## config.mk

```make
export PLATFORM = sky130hd
export DESIGN_NAME = ofdm_symbol_scheduler
export DESIGN_NICKNAME = d
export VERILOG_FILES = /design/src/rtl/ofdm_sched_pkg.sv /design/src/rtl/sched_watchdog.sv /design/src/rtl/ofdm_symbol_scheduler.sv
export SDC_FILE = /design/constraint.sdc
export NUM_CORES = 1
export LEC_CHECK = 0
export CORE_UTILIZATION = 38
export DETAILED_ROUTE_END_ITERATION = 7
export SETUP_SLACK_MARGIN = 0.3
export SYNTH_ARGS = -nofsm -noshare
export SYNTH_HDL_FRONTEND = slang
export SYNTH_SLANG_ARGS = --single-unit
```

## constraint.sdc

```tcl
create_clock -name clk -period 2.1 [get_ports clk]
set_input_delay 0.21 -clock clk [delete_from_list [all_inputs] [get_ports clk]]
set_output_delay 0.21 -clock clk [all_outputs]
set_load 0.01 [all_outputs]
```

## src/rtl/ofdm_sched_pkg.sv

```systemverilog
// ofdm_sched_pkg: state encodings and symbol geometry shared by the OFDM symbol scheduler.
// Latency: n/a (types and constants only).
// Backpressure: n/a.
package ofdm_sched_pkg;

  typedef enum logic [1:0] {
    F_IDLE,
    F_COLLECT,
    F_IFFT,
    F_READY
  } front_state_e;

  typedef enum logic {
    B_IDLE,
    B_SER
  } back_state_e;

  // Nibbles fetched from the serializer for one OFDM symbol's worth of QAM data.
  localparam int NIBBLES_PER_SYM = 8;

endpackage

```

## src/rtl/sched_watchdog.sv

```systemverilog
// sched_watchdog: counts consecutive cycles spent waiting on an awaited stage done.
// Latency: expire_o is combinational from the count; the scheduler registers the result.
// Backpressure: none; kick_i restarts the count, a deasserted active_i clears it.
module sched_watchdog #(
  parameter int WDOG_CYCLES = 1023
) (
  input  logic clk,
  input  logic rst,
  input  logic active_i,
  input  logic kick_i,
  output logic expire_o
);

  localparam int CW = $clog2(WDOG_CYCLES + 1);

  logic [CW-1:0] cnt_q;

  // Fires in the WDOG_CYCLES-th consecutive waiting cycle without a kick.
  assign expire_o = active_i && !kick_i && (cnt_q == CW'(WDOG_CYCLES - 1));

  // Wait counter: restarts at the beginning of every wait, holds once expired.
  always_ff @(posedge clk or posedge rst) begin
    if (rst) begin
      cnt_q <= '0;
    end else if (!active_i || kick_i) begin
      cnt_q <= '0;
    end else if (!expire_o) begin
      cnt_q <= cnt_q + 1'b1;
    end
  end

endmodule

```

## src/rtl/ofdm_symbol_scheduler.sv

```systemverilog
// ofdm_symbol_scheduler: sequences S2P collection, IFFT wait and CP-insert handoff per OFDM symbol.
// Latency: go -> S2P/S2P_REG start 1 cycle; S2P_REG_done -> CPI_start IFFT_LAT+1 cycles when CPI is free.
// Backpressure: front parks in F_READY while CPI serializes; stage watchdog only with SCHED_WATCHDOG_EN.
module ofdm_symbol_scheduler
  import ofdm_sched_pkg::*;
#(
  parameter int NSYM_W      = 8,
  parameter int IFFT_LAT    = 2,
  parameter int WDOG_CYCLES = 1023
) (
  input  logic              clk,
  input  logic              rst,
  input  logic              go,
  input  logic [NSYM_W-1:0] num_symbols,
  input  logic              S2P_done,
  input  logic              S2P_REG_done,
  input  logic              CPI_done,
  output logic              S2P_start,
  output logic              S2P_REG_start,
  output logic              CPI_start,
  output logic              CPIdataValid,
  output logic              busy,
  output logic              frame_done,
  output logic [NSYM_W-1:0] sym_count,
  output logic              timeout
);

  localparam logic [3:0] NIB_MAX   = 4'(NIBBLES_PER_SYM);
  localparam logic [3:0] NIB_LAST  = 4'(NIBBLES_PER_SYM - 1);
  localparam logic [3:0] IFFT_LAST = 4'(IFFT_LAT - 1);

  front_state_e      front_q;
  back_state_e       back_q;
  logic [3:0]        nib_q;
  logic [3:0]        ifft_q;
  logic [NSYM_W-1:0] nsym_q;
  logic [NSYM_W-1:0] sym_q;
  logic              s2p_start_q;
  logic              s2p_reg_start_q;
  logic              cpi_start_q;
  logic              cpi_valid_q;
  logic              busy_q;
  logic              frame_done_q;

  logic go_acc, in_collect, s2p_seen, reg_seen, ifft_end, cpi_seen;
  logic back_free, handoff, more_syms, frame_end, wdog_expire;

  assign go_acc     = go && !busy_q && (num_symbols != '0);
  assign in_collect = (front_q == F_COLLECT);
  assign s2p_seen   = in_collect && S2P_done;
  assign reg_seen   = in_collect && S2P_REG_done;
  assign ifft_end   = (front_q == F_IFFT) && (ifft_q == IFFT_LAST);
  assign cpi_seen   = (back_q == B_SER) && CPI_done;
  // CPI can take a new symbol if idle, or if it finishes the current one this cycle.
  assign back_free  = (back_q == B_IDLE) || cpi_seen;
  // The last IFFT cycle hands off directly; F_READY only holds a symbol while CPI is busy.
  assign handoff    = (ifft_end || (front_q == F_READY)) && back_free;
  assign more_syms  = (sym_q + 1'b1) < nsym_q;
  assign frame_end  = cpi_seen && (front_q == F_IDLE) && busy_q;

`ifdef SCHED_WATCHDOG_EN
  logic wdog_active, wdog_kick, timeout_q;

  assign wdog_active = busy_q && (in_collect || (back_q == B_SER));
  assign wdog_kick   = s2p_seen || reg_seen || cpi_seen || handoff;

  sched_watchdog #(
    .WDOG_CYCLES(WDOG_CYCLES)
  ) u_wdog (
    .clk      (clk),
    .rst      (rst),
    .active_i (wdog_active),
    .kick_i   (wdog_kick),
    .expire_o (wdog_expire)
  );

  // Sticky timeout: set by watchdog expiry, cleared by the next accepted frame request.
  always_ff @(posedge clk or posedge rst) begin
    if (rst) begin
      timeout_q <= 1'b0;
    end else if (wdog_expire) begin
      timeout_q <= 1'b1;
    end else if (go_acc) begin
      timeout_q <= 1'b0;
    end
  end

  assign timeout = timeout_q;
`else
  assign wdog_expire = 1'b0;
  assign timeout     = 1'b0;
`endif

  // Front (collect/IFFT) and back (CPI serialization) FSMs with their registered outputs.
  always_ff @(posedge clk or posedge rst) begin
    if (rst) begin
      front_q         <= F_IDLE;
      back_q          <= B_IDLE;
      nib_q           <= '0;
      ifft_q          <= '0;
      nsym_q          <= '0;
      sym_q           <= '0;
      s2p_start_q     <= 1'b0;
      s2p_reg_start_q <= 1'b0;
      cpi_start_q     <= 1'b0;
      cpi_valid_q     <= 1'b0;
      busy_q          <= 1'b0;
      frame_done_q    <= 1'b0;
    end else begin
      s2p_start_q     <= 1'b0;
      s2p_reg_start_q <= 1'b0;
      cpi_start_q     <= 1'b0;
      frame_done_q    <= 1'b0;
      if (frame_done_q) begin
        busy_q <= 1'b0;
      end
      if (wdog_expire) begin
        front_q     <= F_IDLE;
        back_q      <= B_IDLE;
        cpi_valid_q <= 1'b0;
        busy_q      <= 1'b0;
      end else begin
        if (go_acc) begin
          busy_q          <= 1'b1;
          nsym_q          <= num_symbols;
          sym_q           <= '0;
          nib_q           <= '0;
          front_q         <= F_COLLECT;
          s2p_start_q     <= 1'b1;
          s2p_reg_start_q <= 1'b1;
        end
        case (front_q)
          F_COLLECT: begin
            if (S2P_done && (nib_q < NIB_MAX)) begin
              nib_q <= nib_q + 1'b1;
              // A done that completes the symbol does not fetch another nibble.
              if (!S2P_REG_done && (nib_q < NIB_LAST)) begin
                s2p_start_q <= 1'b1;
              end
            end
            if (S2P_REG_done) begin
              front_q <= F_IFFT;
              ifft_q  <= '0;
            end
          end
          F_IFFT: begin
            ifft_q <= ifft_q + 1'b1;
            if (ifft_end && !handoff) begin
              front_q <= F_READY;
            end
          end
          default: ;
        endcase
        if (handoff) begin
          cpi_start_q <= 1'b1;
          cpi_valid_q <= 1'b1;
          back_q      <= B_SER;
          sym_q       <= sym_q + 1'b1;
          if (more_syms) begin
            front_q         <= F_COLLECT;
            nib_q           <= '0;
            s2p_start_q     <= 1'b1;
            s2p_reg_start_q <= 1'b1;
          end else begin
            front_q <= F_IDLE;
          end
        end else if (cpi_seen) begin
          back_q      <= B_IDLE;
          cpi_valid_q <= 1'b0;
        end
        if (frame_end) begin
          frame_done_q <= 1'b1;
        end
      end
    end
  end

  assign S2P_start     = s2p_start_q;
  assign S2P_REG_start = s2p_reg_start_q;
  assign CPI_start     = cpi_start_q;
  assign CPIdataValid  = cpi_valid_q;
  assign busy          = busy_q;
  assign frame_done    = frame_done_q;
  assign sym_count     = sym_q;

endmodule

```

==> results.tsv, run 1 <==
stage	metric	value	unit
status	status	finished, violations left	
status	violations	DRC	
pwr	pwr-share-seq	38.1	%
pwr	vdd_drop_max	0.532	mV
timing	finalSetupViolCount	0	
synthesis	yosys_warnings	0	
synthesis	syn_inst	177	
synthesis	synth_nets	206	
place	portBuffers	27	
clock_tree	htree_num_levels	2	
pwr	pwr-share-comb	41.5	%
detailed_routing	viasPerCell	5.22	
finish	utilization	55.7	%
pwr	p_per_area	977	mW/mm2
detailed_routing	ant_nets	0	
global_routing	antenna_found_initial	0	
global_routing	grt_pass1_wl	7.12	mm
timing	max_freq	477	MHz
synthesis	synth_edf_count	0	
finish	syn2layout_area_growth	37.8	%
synthesis	yosysMostFrequentCell	dfrtp_1	
global_routing	grt_usage	18.4	%
pwr	p_leak	1.15	nW
finish	fill_cells	382	
clock_tree	cts_root_buf	clkbuf_8	
place	placed_area	0.00220	mm2
synthesis	synth_cell_types	40	
clock_tree	cts-buffers-inserted	5	
setup_path	reg2reg_from	sym_count[3]	
global_routing	grt_pass1_vias	1504	
detailed_routing	drt-initial-drc-count	86	
synthesis	yosys.area.top_type	dfrtp_1	
clock_tree	clkTransAtPathRegs	0.07	ns
setup_path	path_cells	buf_4, buf_4, xnor2_2, ha_2, a2111o_1, a2111oi_4, a21oi_1	
timing	period_needed	2.10	ns
place	gp_congestion	0.851	
setup_path	crit_type	flip-flop to flip-flop	
synthesis	syn_area	0.00180	mm2
setup_path	worstPathMaxFanout	4	
timing	hold_viol_final	0	
pwr	p_clk_share	20.5	%
setup_path	cp.arrival	2.25	ns
die	rows	24	
die	dieArea	0.00501	mm2
synthesis	async_flop_share	100	%
synthesis	postSynthAreaPerCell	10.2	um2
die	die_w	70.8	um
detailed_routing	routed_wl	4.24	mm
die	chipHeight	70.8	um
pwr	p_switching	0.875	mW
detailed_routing	met3WireLength	128	um
timing	fin_crit_sh	99.9	%
finish	antenna_cells	0	
setup_path	crit_required	2.25	ns
pwr	internal-power	1.54	mW
setup_path	cp-start-kind	flip-flop	
detailed_routing	via_count	1476	
finish	nNetsFinal	259	
synthesis	synth_top_flop_cell	dfrtp_1	
global_routing	grt_max_degree	33	
detailed_routing	drt_pass1_iterations	8	
setup_path	end_kind	flip-flop	
setup_path	slowest_stage	a2111oi_4	
timing	rsz0062_at_grt	yes	
flow_run	max-cap-violations	0	
synthesis	synth_commonest_cells	32 x dfrtp_1, 20 x nand2_1, 16 x inv_1	
synthesis	ys_seq_elements	32	
detailed_routing	wl_met2	2.13	mm
clock_tree	ctsHoldBuffers	0	
pwr	totalPowerFinal	2.42	mW
setup_path	worstSetupStartpoint	sym_count[3]	
synthesis	synthTopCellsByArea	dfrtp_1 45%, ha_1 10%, nand2_1 4.2%	
place	hpwl	3.01	mm
die	core_area	0.00444	mm2
clock_tree	clk_latency	0.28	ns
detailed_routing	dr.max_layer_used	met4	
clock_tree	cts_tree	yes	
die	io-pin-count	29	
global_routing	overflow	0	
setup_path	worst-path-buf-inv	2	
pwr	sw_frac_of_total	36.2	%
min_path	hold_class	input port to async pin	
timing	slew_viol_final	0	
die	start_util	40.5	%
setup_path	cp_top_family	compound AO/OA/AOI/OAI gates	
clock_tree	cts_buffer_depth	2	
setup_path	cpPeakStageDelay	0.47	ns
setup_path	crit_top_cell	buf_4	
finish	fin_area	0.00248	mm2
detailed_routing	drc	4	
detailed_routing	wire_per_inst	15.0	um
synthesis	synth_top_area_share	44.5	%
clock_tree	clock_sinks	32	
synthesis	ys_seq_area_share	44.5	%
timing	timing.hold.ws	0.317	ns
detailed_routing	wl_met1	1.92	mm
finish	drive_above_1_share	24.7	%
timing	clock-skew-final	0.00259	ns
==> worst min-delay path, delay by kind of cell <==
kind	cells	cell delay [ns]
buffers and inverters	3	0.81
==> path summary, 6_finish.rpt <==
kind,to,slack [ns],cells after the start
setup / recovery,nib_q[3],0.002,7
hold / removal,S2P_REG_start,0.32,3
setup reg to reg,nib_q[3],0.002,7
hold reg to reg,busy,0.46,1
max in group asynchronous,sym_count[0],1.47,3
min in group clk,busy,0.46,1
==> registers in the layout (all words and copies together), names as in the netlist <==
name	flops
S2P_start	1
CPI_start	1
ifft_q	4
nsym_q	8
front_q	2
nib_q	4
busy	1
sym_count	8
S2P_REG_start	1
frame_done	1
CPIdataValid	1
==> layer usage <==
layer,track usage (%),up-vias
li1,-,730
met1,22.2,711
met2,32.3,28
met3,4.42,7
met4,6.44,0
met5,0,-
==> timing repair <==
item	CTS	global route
setup buffers	5	8
gates resized for setup	12	8
pin swaps	11	5
setup endpoints to repair	14	16
==> kinds of logic (layout without fill, tap and decap cells) <==
family,after synthesis,after routing,share of synthesized area [%]
xor+xnor,6,6,2.92
buf+inv,21,75,5.08
other cells,1,1,0.209
fa+ha+maj,15,15,10.4
simple gates,57,57,17.9
compound gates,44,44,18.4
flops,32,32,44.5
mux,1,1,0.557
==> cell type report <==
class	count	area (um2)	share of cell area, %
timing repair buffer	51	462	18.6
tap	52	65.1	2.63
multi-input combinational	124	995	40.2
clock buffer	6	82.6	3.33
clock inverter	2	10.0	0.404
sequential	32	803	32.4
inverter	16	60.1	2.42
==> metrics by stage <==
step | setup slack [ns] | cells | TNS [ns]
2_1_floorplan | 0.0740 | 177 | 0
3_3_place_gp | 0.0297 | 262 | 0
3_5_place_dp | -0.0297 | 262 | -0.0967
4_1_cts | 0.0276 | 275 | 0
5_1_grt | -0.0710 | 283 | -0.396
6_report | 0.00208 | 283 | 0
==> power groups by stage <==
stage               clock (mW)  combinational (mW)  sequential (mW)
floorplan                    0               0.559            0.933
global placement             0               0.876            0.910
detailed placement           0               0.921            0.922
CTS                      0.507               0.951            0.916
global route             0.536                1.12            0.950
finish                   0.495                1.00            0.921
==> layout by cell type, fill, tap and decap left out, types with 2 or more instances in the layout <==
master,synthesis,routed
clkdlybuf4s50_1,0,27
clkbuf_8,0,6
a22o_1,8,8
ha_4,0,2
nand3b_1,2,2
inv_1,16,15
nand4_1,4,4
xor2_1,3,2
nand2b_1,4,4
nor2b_1,2,2
and2_4,0,2
clkinv_2,0,2
nand3_1,7,5
nand2_1,20,20
buf_4,3,21
nand3_2,0,2
o21ai_0,15,15
ha_1,15,12
buf_6,0,3
xnor2_1,3,2
a211o_1,2,2
dfrtp_2,0,2
or4_4,2,2
a21oi_1,7,6
a2111o_1,2,2
nor3b_1,4,4
dfrtp_1,32,30
nor2_2,0,2
Power figures use the tool's default switching activity.
==> run 2, diff against run 1 <==
- CORE_UTILIZATION: 38 -> 30
- HOLD_SLACK_MARGIN: not set -> 0.08
==> run 2 against run 1 <==
Effect of this change: the flow now finishes without violations; worst setup slack better by 0.041 ns; fmax rose by 2.0%; combinational power about the same; critical path depth rose by 1; final cell count is 7.4% higher; flip-flop and latch count stayed put; design area increased by 1.4%; clock skew is 0.0074 ns higher; clock power is 22% higher; first-iteration DRC count fell by 57%; core utilization down 11 points; critical path type unchanged; critical endpoint is now nib_q[0]; largest power group unchanged; highest routed layer unchanged.
==> results.tsv, run 2 (synthesis results as in run 1) <==
stage	metric	value	unit	change
status	status	finished clean		was finished, violations left
global_routing	overflow	0		unchanged
clock_tree	cts-buffers-inserted	5		unchanged
clock_tree	cts_tree	yes		unchanged
die	chipHeight	79.4	um	was 70.8 um
setup_path	reg2reg_from	sym_count[1]		was sym_count[3]
clock_tree	clock_sinks	32		unchanged
finish	utilization	44.5	%	was 55.7%
timing	max_freq	486	MHz	was 477 MHz
finish	drive_above_1_share	24.1	%	was 24.7%
finish	nNetsFinal	260		was 259
detailed_routing	viasPerCell	4.88		was 5.22
timing	clock-skew-final	0.0100	ns	was 0.00259 ns
setup_path	r2r_setup_slack	0.04	ns	was 0.002 ns
pwr	p_per_area	1000	mW/mm2	was 977 mW/mm2
place	portBuffers	27		unchanged
timing	hold_viol_final	0		unchanged
setup_path	crit_required	2.26	ns	was 2.25 ns
detailed_routing	routed_wl	4.14	mm	was 4.24 mm
detailed_routing	drc	0		was 4
place	gp_congestion	0.756		was 0.851
clock_tree	clkTransAtPathRegs	0.08	ns	was 0.07 ns
clock_tree	clk_latency	0.30	ns	was 0.28 ns
timing	finalSetupViolCount	0		unchanged
detailed_routing	via_count	1485		was 1,476
place	hpwl	2.94	mm	was 3.01 mm
place	pre_cts_ws	0.00448	ns	was -0.0297 ns
clock_tree	cts_buffer_depth	2		unchanged
die	die_w	79.4	um	was 70.8 um
finish	layout.cells.most_common_list	30 x dfrtp_1, 27 x clkdlybuf4s50_1, 22 x buf_4		was 30 x dfrtp_1, 27 x clkdlybuf4s50_1, 21 x buf_4
global_routing	antenna_found_initial	0		unchanged
finish	layout_commonest_cell	dfrtp_1		unchanged
flow_run	max-cap-violations	0		unchanged
finish	antenna_cells	0		unchanged
global_routing	grt_usage	14.4	%	was 18.4%
global_routing	grt_pass1_wl	6.84	mm	was 7.12 mm
die	start_util	31.9	%	was 40.5%
setup_path	cp-start-kind	flip-flop		unchanged
timing	setup_slack	0.0429	ns	was 0.00208 ns
timing	rsz0062_at_grt	yes		unchanged
setup_path	worstSetupStartpoint	sym_count[1]		was sym_count[3]
timing	fin_crit_sh	98.0	%	was 99.9%
setup_path	worstPathMaxFanout	4		unchanged
die	rows	27		was 24
finish	syn2layout_area_growth	39.7	%	was 37.8%
timing	period_needed	2.06	ns	was 2.10 ns
pwr	vdd_drop_max	0.406	mV	was 0.532 mV
die	core_area	0.00564	mm2	was 0.00444 mm2
pwr	p_leak	1.15	nW	about the same
detailed_routing	wire_per_inst	13.6	um	was 15.0 um
setup_path	end_kind	flip-flop		unchanged
global_routing	grt_pass1_vias	1465		was 1,504
detailed_routing	drt_pass1_iterations	4		was 8
setup_path	cp.arrival	2.22	ns	was 2.25 ns
setup_path	ff2ff_path_depth	8		was 7
clock_tree	htree_num_levels	2		unchanged
clock_tree	ctsHoldBuffers	0		unchanged
global_routing	grt_max_degree	33		unchanged
timing	slew_viol_final	0		unchanged
detailed_routing	ant_nets	0		unchanged
clock_tree	cts_root_buf	clkbuf_8		unchanged
detailed_routing	drt-initial-drc-count	37		was 86
setup_path	crit_type	flip-flop to flip-flop		unchanged
die	io-pin-count	29		unchanged
min_path	hold_class	input port to async pin		unchanged
die	dieArea	0.00631	mm2	was 0.00501 mm2
==> run 2: routing by layer <==
metal  track usage [%]  wire [um]  up-vias
met2              22.7       1920       24
li1                  -          -      738
met3              3.43        119        7
met4              7.09         87        0
met1              18.3       2010      716
met5                 0          0        -
==> run 2: cell type report <==
class | count | area, um2
Multi-Input combinational cell | 124 | 965
Clock buffer | 5 | 68.8
Fill cell | 545 | 3130
Inverter | 16 | 63.8
Tap cell | 72 | 90.1
Clock inverter | 3 | 42.5
Sequential cell | 32 | 803
Timing Repair Buffer | 52 | 478
==> run 2: per-stage QoR <==
stage	TNS (ns)	hold WS (ns)	power, mW	instances	area [um2]
floorplan	0	0.315	1.49	177	1810
global placement	0	0.439	1.82	284	2240
detailed placement	0	0.451	1.84	284	2240
CTS	0	0.313	2.48	299	2410
global route	-0.379	0.354	2.71	304	2510
finish	0	0.297	2.52	304	2510
==> run 2: worst max-delay path: stages, from the launching register on <==
cell	delay, ns
dfrtp_1	0.43
buf_6	0.13
nand3_1	0.08
xnor2_1	0.25
ha_2	0.33
o21ai_0	0.10
a21oi_2	0.12
a2111oi_4	0.39
a21oi_1	0.08
==> run 2: repair_timing <==
action | CTS | global route
pin swaps | 5 | 7
setup buffers | 7 | 5
resized for setup | 5 | 11
endpoints found under the setup margin | 14 | 14
==> run 2: where the power goes <==
| group | internal [mW] | switching [mW] | total, mW | leakage, nW |
|---|---|---|---|---|
| combinational | 0.485 | 0.516 | 1.00 | 0.679 |
| sequential | 0.799 | 0.111 | 0.911 | 0.419 |
| clock | 0.351 | 0.252 | 0.603 | 0.0541 |
| total | 1.64 | 0.880 | 2.52 | 1.15 |
==> run 2: worst paths after layout <==
check	to
worst max-delay path	nib_q[0]
worst max register to register	nib_q[0]
worst min register to register	busy
max in group asynchronous	sym_count[0]
min in group clk	busy
worst min-delay path	sym_count[5]
